--- src/rtl/addsub_pkg.sv ---
// Shared encodings and helpers for the digit-serial add/subtract unit.
// Op encoding, FSM states and the digit-counter width function.
package addsub_pkg;

    typedef enum logic [1:0] {
        OP_ADD     = 2'b00,
        OP_SUB     = 2'b01,
        OP_ADD_SAT = 2'b10,
        OP_SUB_SAT = 2'b11
    } op_e;

    typedef enum logic [1:0] {
        ST_IDLE = 2'b00,
        ST_BUSY = 2'b01,
        ST_DONE = 2'b10
    } state_e;

    // Counter must hold 0..n-1; a single-digit operation still needs one bit.
    function automatic int cnt_width(input int n);
        int w;
        w = $clog2(n);
        return (w < 1) ? 1 : w;
    endfunction

endpackage

--- src/rtl/digit_adder.sv ---
// Combinational DIGIT-bit ripple of full adders.
// Exposes the carry into the MSB so the caller can form signed overflow.
module digit_adder #(
    parameter int DIGIT = 1
) (
    input  logic [DIGIT-1:0] a,
    input  logic [DIGIT-1:0] b,
    input  logic             cin,
    output logic [DIGIT-1:0] s,
    output logic             c_msb,
    output logic             cout
);

    logic [DIGIT:0] c;

    always_comb begin
        c[0] = cin;
        for (int i = 0; i < DIGIT; i++) begin
            s[i]     = a[i] ^ b[i] ^ c[i];
            c[i + 1] = (a[i] & b[i]) | (c[i] & (a[i] ^ b[i]));
        end
    end

    assign c_msb = c[DIGIT-1];
    assign cout  = c[DIGIT];

endmodule

--- src/rtl/digit_serial_addsub.sv ---
// Multi-cycle add/subtract, DIGIT bits per cycle, LSB digit first, with
// optional signed saturation, raw carry-out and signed-overflow flags.
module digit_serial_addsub
    import addsub_pkg::*;
#(
    parameter int WIDTH = 32,
    parameter int DIGIT = 1
) (
    input  logic             clk,
    input  logic             rst_n,
    input  logic             in_valid,
    output logic             in_ready,
    input  logic [1:0]       op,
    input  logic [WIDTH-1:0] a,
    input  logic [WIDTH-1:0] b,
    output logic             out_valid,
    input  logic             out_ready,
    output logic [WIDTH-1:0] sum,
    output logic             cout,
    output logic             ovf
);

    localparam int N  = WIDTH / DIGIT;
    localparam int CW = cnt_width(N);
    localparam logic [CW-1:0] LAST_CNT = CW'(N - 1);
    localparam logic [WIDTH-1:0] SAT_MAX = {1'b0, {(WIDTH-1){1'b1}}};
    localparam logic [WIDTH-1:0] SAT_MIN = {1'b1, {(WIDTH-1){1'b0}}};

    state_e           state;
    op_e              op_q;
    logic [WIDTH-1:0] sa;
    logic [WIDTH-1:0] sb;
    logic [WIDTH-1:0] res;
    logic             carry;
    logic             a_neg;
    logic [CW-1:0]    cnt;

    logic [DIGIT-1:0] d_sum;
    logic             d_cmsb;
    logic             d_cout;
    logic [WIDTH-1:0] res_next;
    logic             ovf_raw;
    logic             sat_mode;

    digit_adder #(.DIGIT(DIGIT)) u_digit_adder (
        .a     (sa[DIGIT-1:0]),
        .b     (sb[DIGIT-1:0]),
        .cin   (carry),
        .s     (d_sum),
        .c_msb (d_cmsb),
        .cout  (d_cout)
    );

    // New digit enters at the MSB end; after N cycles the LSB digit has
    // reached bit 0 and the full result is aligned.
    assign res_next = (res >> DIGIT) | (WIDTH'(d_sum) << (WIDTH - DIGIT));
    assign ovf_raw  = d_cmsb ^ d_cout;
    assign sat_mode = (op_q == OP_ADD_SAT) || (op_q == OP_SUB_SAT);

    // NOTE: shift registers are reset too, so a reset mid-operation leaves no stale digits behind.
    always_ff @(posedge clk or negedge rst_n) begin
        if (!rst_n) begin
            state     <= ST_IDLE;
            op_q      <= OP_ADD;
            sa        <= '0;
            sb        <= '0;
            res       <= '0;
            carry     <= 1'b0;
            a_neg     <= 1'b0;
            cnt       <= '0;
            in_ready  <= 1'b1;
            out_valid <= 1'b0;
            sum       <= '0;
            cout      <= 1'b0;
            ovf       <= 1'b0;
        end else begin
            case (state)
                ST_IDLE: begin
                    if (in_valid) begin
                        sa       <= a;
                        sb       <= op[0] ? ~b : b;
                        op_q     <= op_e'(op);
                        a_neg    <= a[WIDTH-1];
                        carry    <= op[0];
                        cnt      <= '0;
                        in_ready <= 1'b0;
                        state    <= ST_BUSY;
                    end
                end
                ST_BUSY: begin
                    sa    <= sa >> DIGIT;
                    sb    <= sb >> DIGIT;
                    res   <= res_next;
                    carry <= d_cout;
                    cnt   <= cnt + 1'b1;
                    if (cnt == LAST_CNT) begin
                        // Final digit holds the MSB, so its carries give ovf.
                        sum       <= (sat_mode && ovf_raw) ? (a_neg ? SAT_MIN : SAT_MAX)
                                                           : res_next;
                        cout      <= d_cout;
                        ovf       <= ovf_raw;
                        out_valid <= 1'b1;
                        state     <= ST_DONE;
                    end
                end
                ST_DONE: begin
                    if (out_ready) begin
                        out_valid <= 1'b0;
                        in_ready  <= 1'b1;
                        state     <= ST_IDLE;
                    end
                end
                default: begin
                    out_valid <= 1'b0;
                    in_ready  <= 1'b1;
                    state     <= ST_IDLE;
                end
            endcase
        end
    end

endmodule

--- config.mk ---
export PLATFORM = sky130hd
export DESIGN_NAME = digit_serial_addsub
export DESIGN_NICKNAME = d
export VERILOG_FILES = /design/src/rtl/addsub_pkg.sv /design/src/rtl/digit_adder.sv /design/src/rtl/digit_serial_addsub.sv
export SDC_FILE = /design/constraint.sdc
export NUM_CORES = 1
export LEC_CHECK = 0
export ABC_CLOCK_PERIOD_IN_PS = 5000
export BUFFER_PORTS_ARGS = -buffer_cell sky130_fd_sc_hd__buf_2
export CAP_MARGIN = 20
export CORE_MARGIN = 3
export CORE_UTILIZATION = 55
export DETAILED_ROUTE_END_ITERATION = 8
export PLACE_DENSITY = 0.78
export REMOVE_ABC_BUFFERS = 1
export SLEW_MARGIN = 10
export SYNTH_ARGS = -nofsm -noshare
export SYNTH_HDL_FRONTEND = slang
export SYNTH_SLANG_ARGS = --single-unit
--- constraint.sdc ---
create_clock -name clk -period 5 [get_ports clk]
set_clock_uncertainty 0.1 [all_clocks]
set_input_delay 0 -clock clk [delete_from_list [all_inputs] [get_ports clk]]
set_output_delay 0 -clock clk [all_outputs]
set_load 0.02 [all_outputs]
# After elaboration in Yosys (flattened, before gate mapping)
# Index checks and enable logic that the tools add are counted.
# op_classes
n_addsub	1
mul	0
n_div	0
n_lt_le_gt_ge	0
eq_ne	8
shifts	0
muxes	21
bitwise_logic	10
reduce_logical	10
# op_table
cell	n
2-to-1 mux 32 bit	5
one-hot mux 32 bit (2 select lines)	2
inverter 32 bit	1
OR 31 x 32 -> 32 bit	1
one-hot mux 5 bit (2 select lines)	1
AND reduction 3 bit	3
== test 2 bit (second input constant)	3
2-to-1 mux 2 bit	3
inequality test 2 bit (second input constant)	3
one-hot mux 1 bit (3 select lines)	2
one-hot mux 2 bit (3 select lines)	1
AND reduction 2 bit	3
adder 5 x 1 -> 5 bit (second input constant)	1
== test 5 bit (second input constant)	1
2-to-1 mux 1 bit	5
2-to-1 mux 5 bit	1
XOR 1 bit	3
AND 1 bit	2
== test 2 x 1 -> 1 bit (second input constant)	1
logical NOT 2 bit	1
inverter 1 bit	2
one-hot mux 1 bit (2 select lines)	1
nonzero test 2 bit	1
logical AND 1 bit	1
other kinds (2)	2
# totals
register_bits	143
latchBits	0
ramBits	0
rom_bits	0
input_bits	70
output_inout_bits	36
memories	0

# Logic depth before layout (Yosys ltp)
# logic_depth
word_depth	6
mapped_depth	7
depth_no_buf	6

# Modules after synthesis
# A second synthesis with hierarchy kept.
# hier_totals
hier_cells	662
hier_area_um2	6366.1
# modules_own_cells
module	n_inst	cells_per_inst	area_each_um2	seq_area_each_um2
digit_serial_addsub	1	660	6338.6	3529.6
digit_adder	1	2	27.5	0.0

# Least setup slack after synthesis
# No wires, ideal clock.
# synth_path
kind	register to register
start	register carry
end	register sum[0]
arrival_time_ns	1.679
t_required_ns	4.774
path_slack_ns	3.095
path_stages_with_launch	7
path_buffers	1
cell_sequence	dfrtp_1 > inv_1 > fa_1 > xor2_1 > o311a_1 > buf_2 > a2bb2oi_1
# synth_via
elab_chain_cells	5
# synth_lines
element	line_no	text
start, declared	digit_serial_addsub.sv:34	logic carry;
start signal, assigned	digit_serial_addsub.sv:84	carry <= op[0];
start signal, assigned	digit_serial_addsub.sv:94	carry <= d_cout;
AND 1 bit	digit_adder.sv:20	c[i + 1] = (a[i] & b[i]) | (c[i] & (a[i] ^ b[i]));
OR 1 bit	digit_adder.sv:20	
XOR 1 bit *	digit_serial_addsub.sv:57	assign ovf_raw = d_cmsb ^ d_cout;
logical AND 1 bit *	digit_serial_addsub.sv:98	sum <= (sat_mode && ovf_raw) ? (a_neg ? SAT_MIN : SAT_MAX)
2-to-1 mux 32 bit *	digit_serial_addsub.sv:98	
end signal, assigned	digit_serial_addsub.sv:98	
end, declared	digit_serial_addsub.sv:18	output logic [WIDTH-1:0] sum,
# Every way passes the cells marked *; elsewhere a longest branch is shown, timed or not.
# A chain may end at the register's enable or synchronous reset.

# Final worst setup path
# layout_path
start	register state[1]
end	register sum[22]
# layout_via
elab_chain_cells	2
# layout_lines
element	line_no	text
start, declared	digit_serial_addsub.sv:29	state_e state;
start signal, assigned	digit_serial_addsub.sv:63	state <= ST_IDLE;
start signal, assigned	digit_serial_addsub.sv:87	state <= ST_BUSY;
start signal, assigned	digit_serial_addsub.sv:103	state <= ST_DONE;
== test 2 x 1 -> 1 bit	digit_serial_addsub.sv:77	case (state)
AND reduction 2 bit (no line)	n/a	
# Every way passes these cells.

==> results.md <==
* Status: finished, final reports clean
* I/O pin total at 106
* Post-route cell area at 8170 sq um
* First DRT Iteration DRCs at 493
* Hold_ws at 95.4 ps
* Proportion of power drawn by combinational gates at 31.7%
* Clock insertion delay at the later pin of the skew report at 420 ps
* Layout cell share with drive strength beyond 1 at 19.8%
* Core region area at 11100 sq um
* Met3 Resource Use GR at 4.77%
* Net Sw Power at 1.66 mW
* Setup bufs post-CTS at 0
* Nets at 844
* Reg2Reg Setup Slack at 2570 ps
* #FFs+latches synth at 141
* Critical Path Fanout Max at 49
* Cell Area, Synth at 6360 sq um
* Netlist cell types at 31
* Yosys top cell area share at 55.1%
* Asr flop ratio synth at 100%
* Post-synth EDFFs at 0
* Setup ws final at 2570 ps
* Synth warn at 0
* Antenna-violating nets left at 0
* CTS tree: done
* Clock sinks at 141
* Area delta synth->final at 28.5%
* Reg2Reg Depth at 4
* Die height at 114 um
* Row Count at 38
* Vias/cell at 5.80
* Worst relative slew slack at 30.8%
* Total CTS buffers at 17
* Maximum VDD drop at 0.000338 V
* Clock share of power at 26.0%
* Internal at 2.91 mW
* Fmax at 411 MHz
* Fin. Hold Viols at 0
* Slew of the pin with the lowest slew margin at 1040 ps
* CP Capture Type: register
* Worst Hold Class: in -> async
* Data required, critical path at 5230 ps
* Port Buffers at 105
* Critical R2R Launch: state[1]
* Reg clk slew, reported paths at 60 ps
* Period utilization at 48.7%
* Sum Neg Setup Slack at 0 ps
* Most used standard cell by instance count after synthesis: dfrtp_1
* Area contributors post-synth: dfrtp_1 55%, nand2_1 5.9%, o21ai_0 5.8%
* Root Buffer: clkbuf_16
* Seq/Total Area, Yosys at 55.5%
* Total global-route track usage at 24.7%
* Pin count of the biggest net entering global routing at 85
* CP Class: reg -> reg
* Wire per inst at 16.3 um
* H-Tree Depth at 4
* DRC errors left at 0
* Final core utilization at 73.8%
* Starting Density at 57.4%
* Final setup vio count at 0
* Final wirelength at 15100 um
* Commonest cells in the netlist: 140 x dfrtp_1, 100 x nand2_1, 74 x o21ai_0, 35 x nor2_1, 33 x nor2b_1
* Met2 Usage GRT at 39.6%
* Total gr overflow at 0
* Critical R2R Capture: sum[22]
* CP Data Arrival Time at 2670 ps
* Critical path startpoint category: register
* Clk buf depth at 2
* Iteration count of the initial detailed-routing pass at 5
* Leakage at 3.86 nW
* Post-Place Cells at 823
* Sw Ratio at 36.2%
* Mapped Cells at 624
* Placer Congestion at 0.793
* Global-route wire length before repair at 25800 um
* HPWL after detailed placement at 8200 um
* Synth area leader: dfrtp_1
* Sequential Power Share at 42.3%
* Mean post-synth cell area at 10.2 sq um
* Fin. max-slew vios at 0
* GR Util met1 at 33.5%
* Final Critical Period at 2430 ps
* Placement Setup Slack at 2180 ps
* Vias at 5357
* Vias in the first global route at 5297
* GR peak layer: met2
* Non-Filler Instances at 924
* Power density cells at 560 nW/um^2
* Full die area at 12900 sq um
* DP Area at 6900 sq um
* Die X at 114 um
* Top_reg_cell synth: dfrtp_1
* RSZ-0062 raised after global routing: no
* MaxCap Viol Count at 0
* Ant. Diodes at 0
* Overall power at 4.57 mW
* Antenna violations before repair at 0
==> timing repair <==
item / CTS / global route
resized for setup: 0 / 0
hold buffers: 67 / 0
hold endpoints to repair: 152 / 0
==> cells by family after synthesis <==
logic type,count (synthesis),synth area share (%)
and+or+nand+nor,180,12.4
DFF,141,55.5
muxes,2,0.472
AOI/OAI and AO/OA,205,22.1
adders and majority gates,3,0.708
xor gates and xnor gates,34,4.68
buffers and inverters,59,4.17
==> worst max path at each step <==
| stage | startpoint | endpoint | depth (start not counted) |
|---|---|---|---|
| finish | state[1] | sum[22] | 4 |
| global route | state[1] | sum[15] | 4 |
| CTS | carry | sum[22] | 6 |
| detailed placement | carry | sum[30] | 6 |
| global placement | carry | sum[5] | 6 |
| floorplan | state[0] | sum[0] | 3 |
==> final cells by class <==
cell class                 count  area (sq um)
multi-input combinational    424          2580
tap                          140           175
timing repair buffer         183          1300
inverter                       4          15.0
clock buffer                  20           467
sequential                   141          3530
clock inverter                12           100
fill                         743          2910
==> power by group through the flow <==
| stage | Clock (mW) | Sequential (mW) | Combinational, mW |
|---|---|---|---|
| floorplan | 0 | 2.02 | 0.809 |
| global placement | 0 | 1.91 | 1.35 |
| detailed placement | 0 | 1.93 | 1.40 |
| CTS | 1.20 | 1.92 | 1.45 |
| global route | 1.25 | 1.99 | 1.63 |
| finish | 1.19 | 1.93 | 1.45 |
==> critical path, stage by stage, from the launching register on <==
cell and delay, ps:
dfrtp_1 410, nor2b_4 820, and2_1 570, buf_8 240
a2bb2oi_1 190
==> per-layer routing <==
layer | up-vias | share of wire (%)
li1 | 2497 | -
met1 | 2618 | 43
met2 | 208 | 49
met3 | 34 | 5.5
met4 | 0 | 2.3
met5 | - | 0
==> sequential cells by signal, indices dropped and copies added (netlist names) <==
| register | count |
|---|---|
| ovf | 1 |
| res | 31 |
| out_valid | 1 |
| state | 2 |
| sa | 32 |
| in_ready | 1 |
| carry | 1 |
| sb | 32 |
| a_neg | 1 |
| cout | 1 |
| sum | 32 |
| op_q | 1 |
| cnt | 5 |
==> layout by cell type, fill, tap and decap left out, types with 6 or more instances in the layout <==
master	instances
a22oi_1	31
a2bb2oi_1	32
inv_6	6
buf_4	9
buf_2	104
dlygate4sd3_1	67
nor2b_1	31
xnor2_1	32
dfrtp_1	140
o21ai_0	74
a221o_1	32
nand2_1	100
clkbuf_16	17
nor2_1	35
a21oi_1	31
No activity file was read; power rests on OpenSTA's default activity.
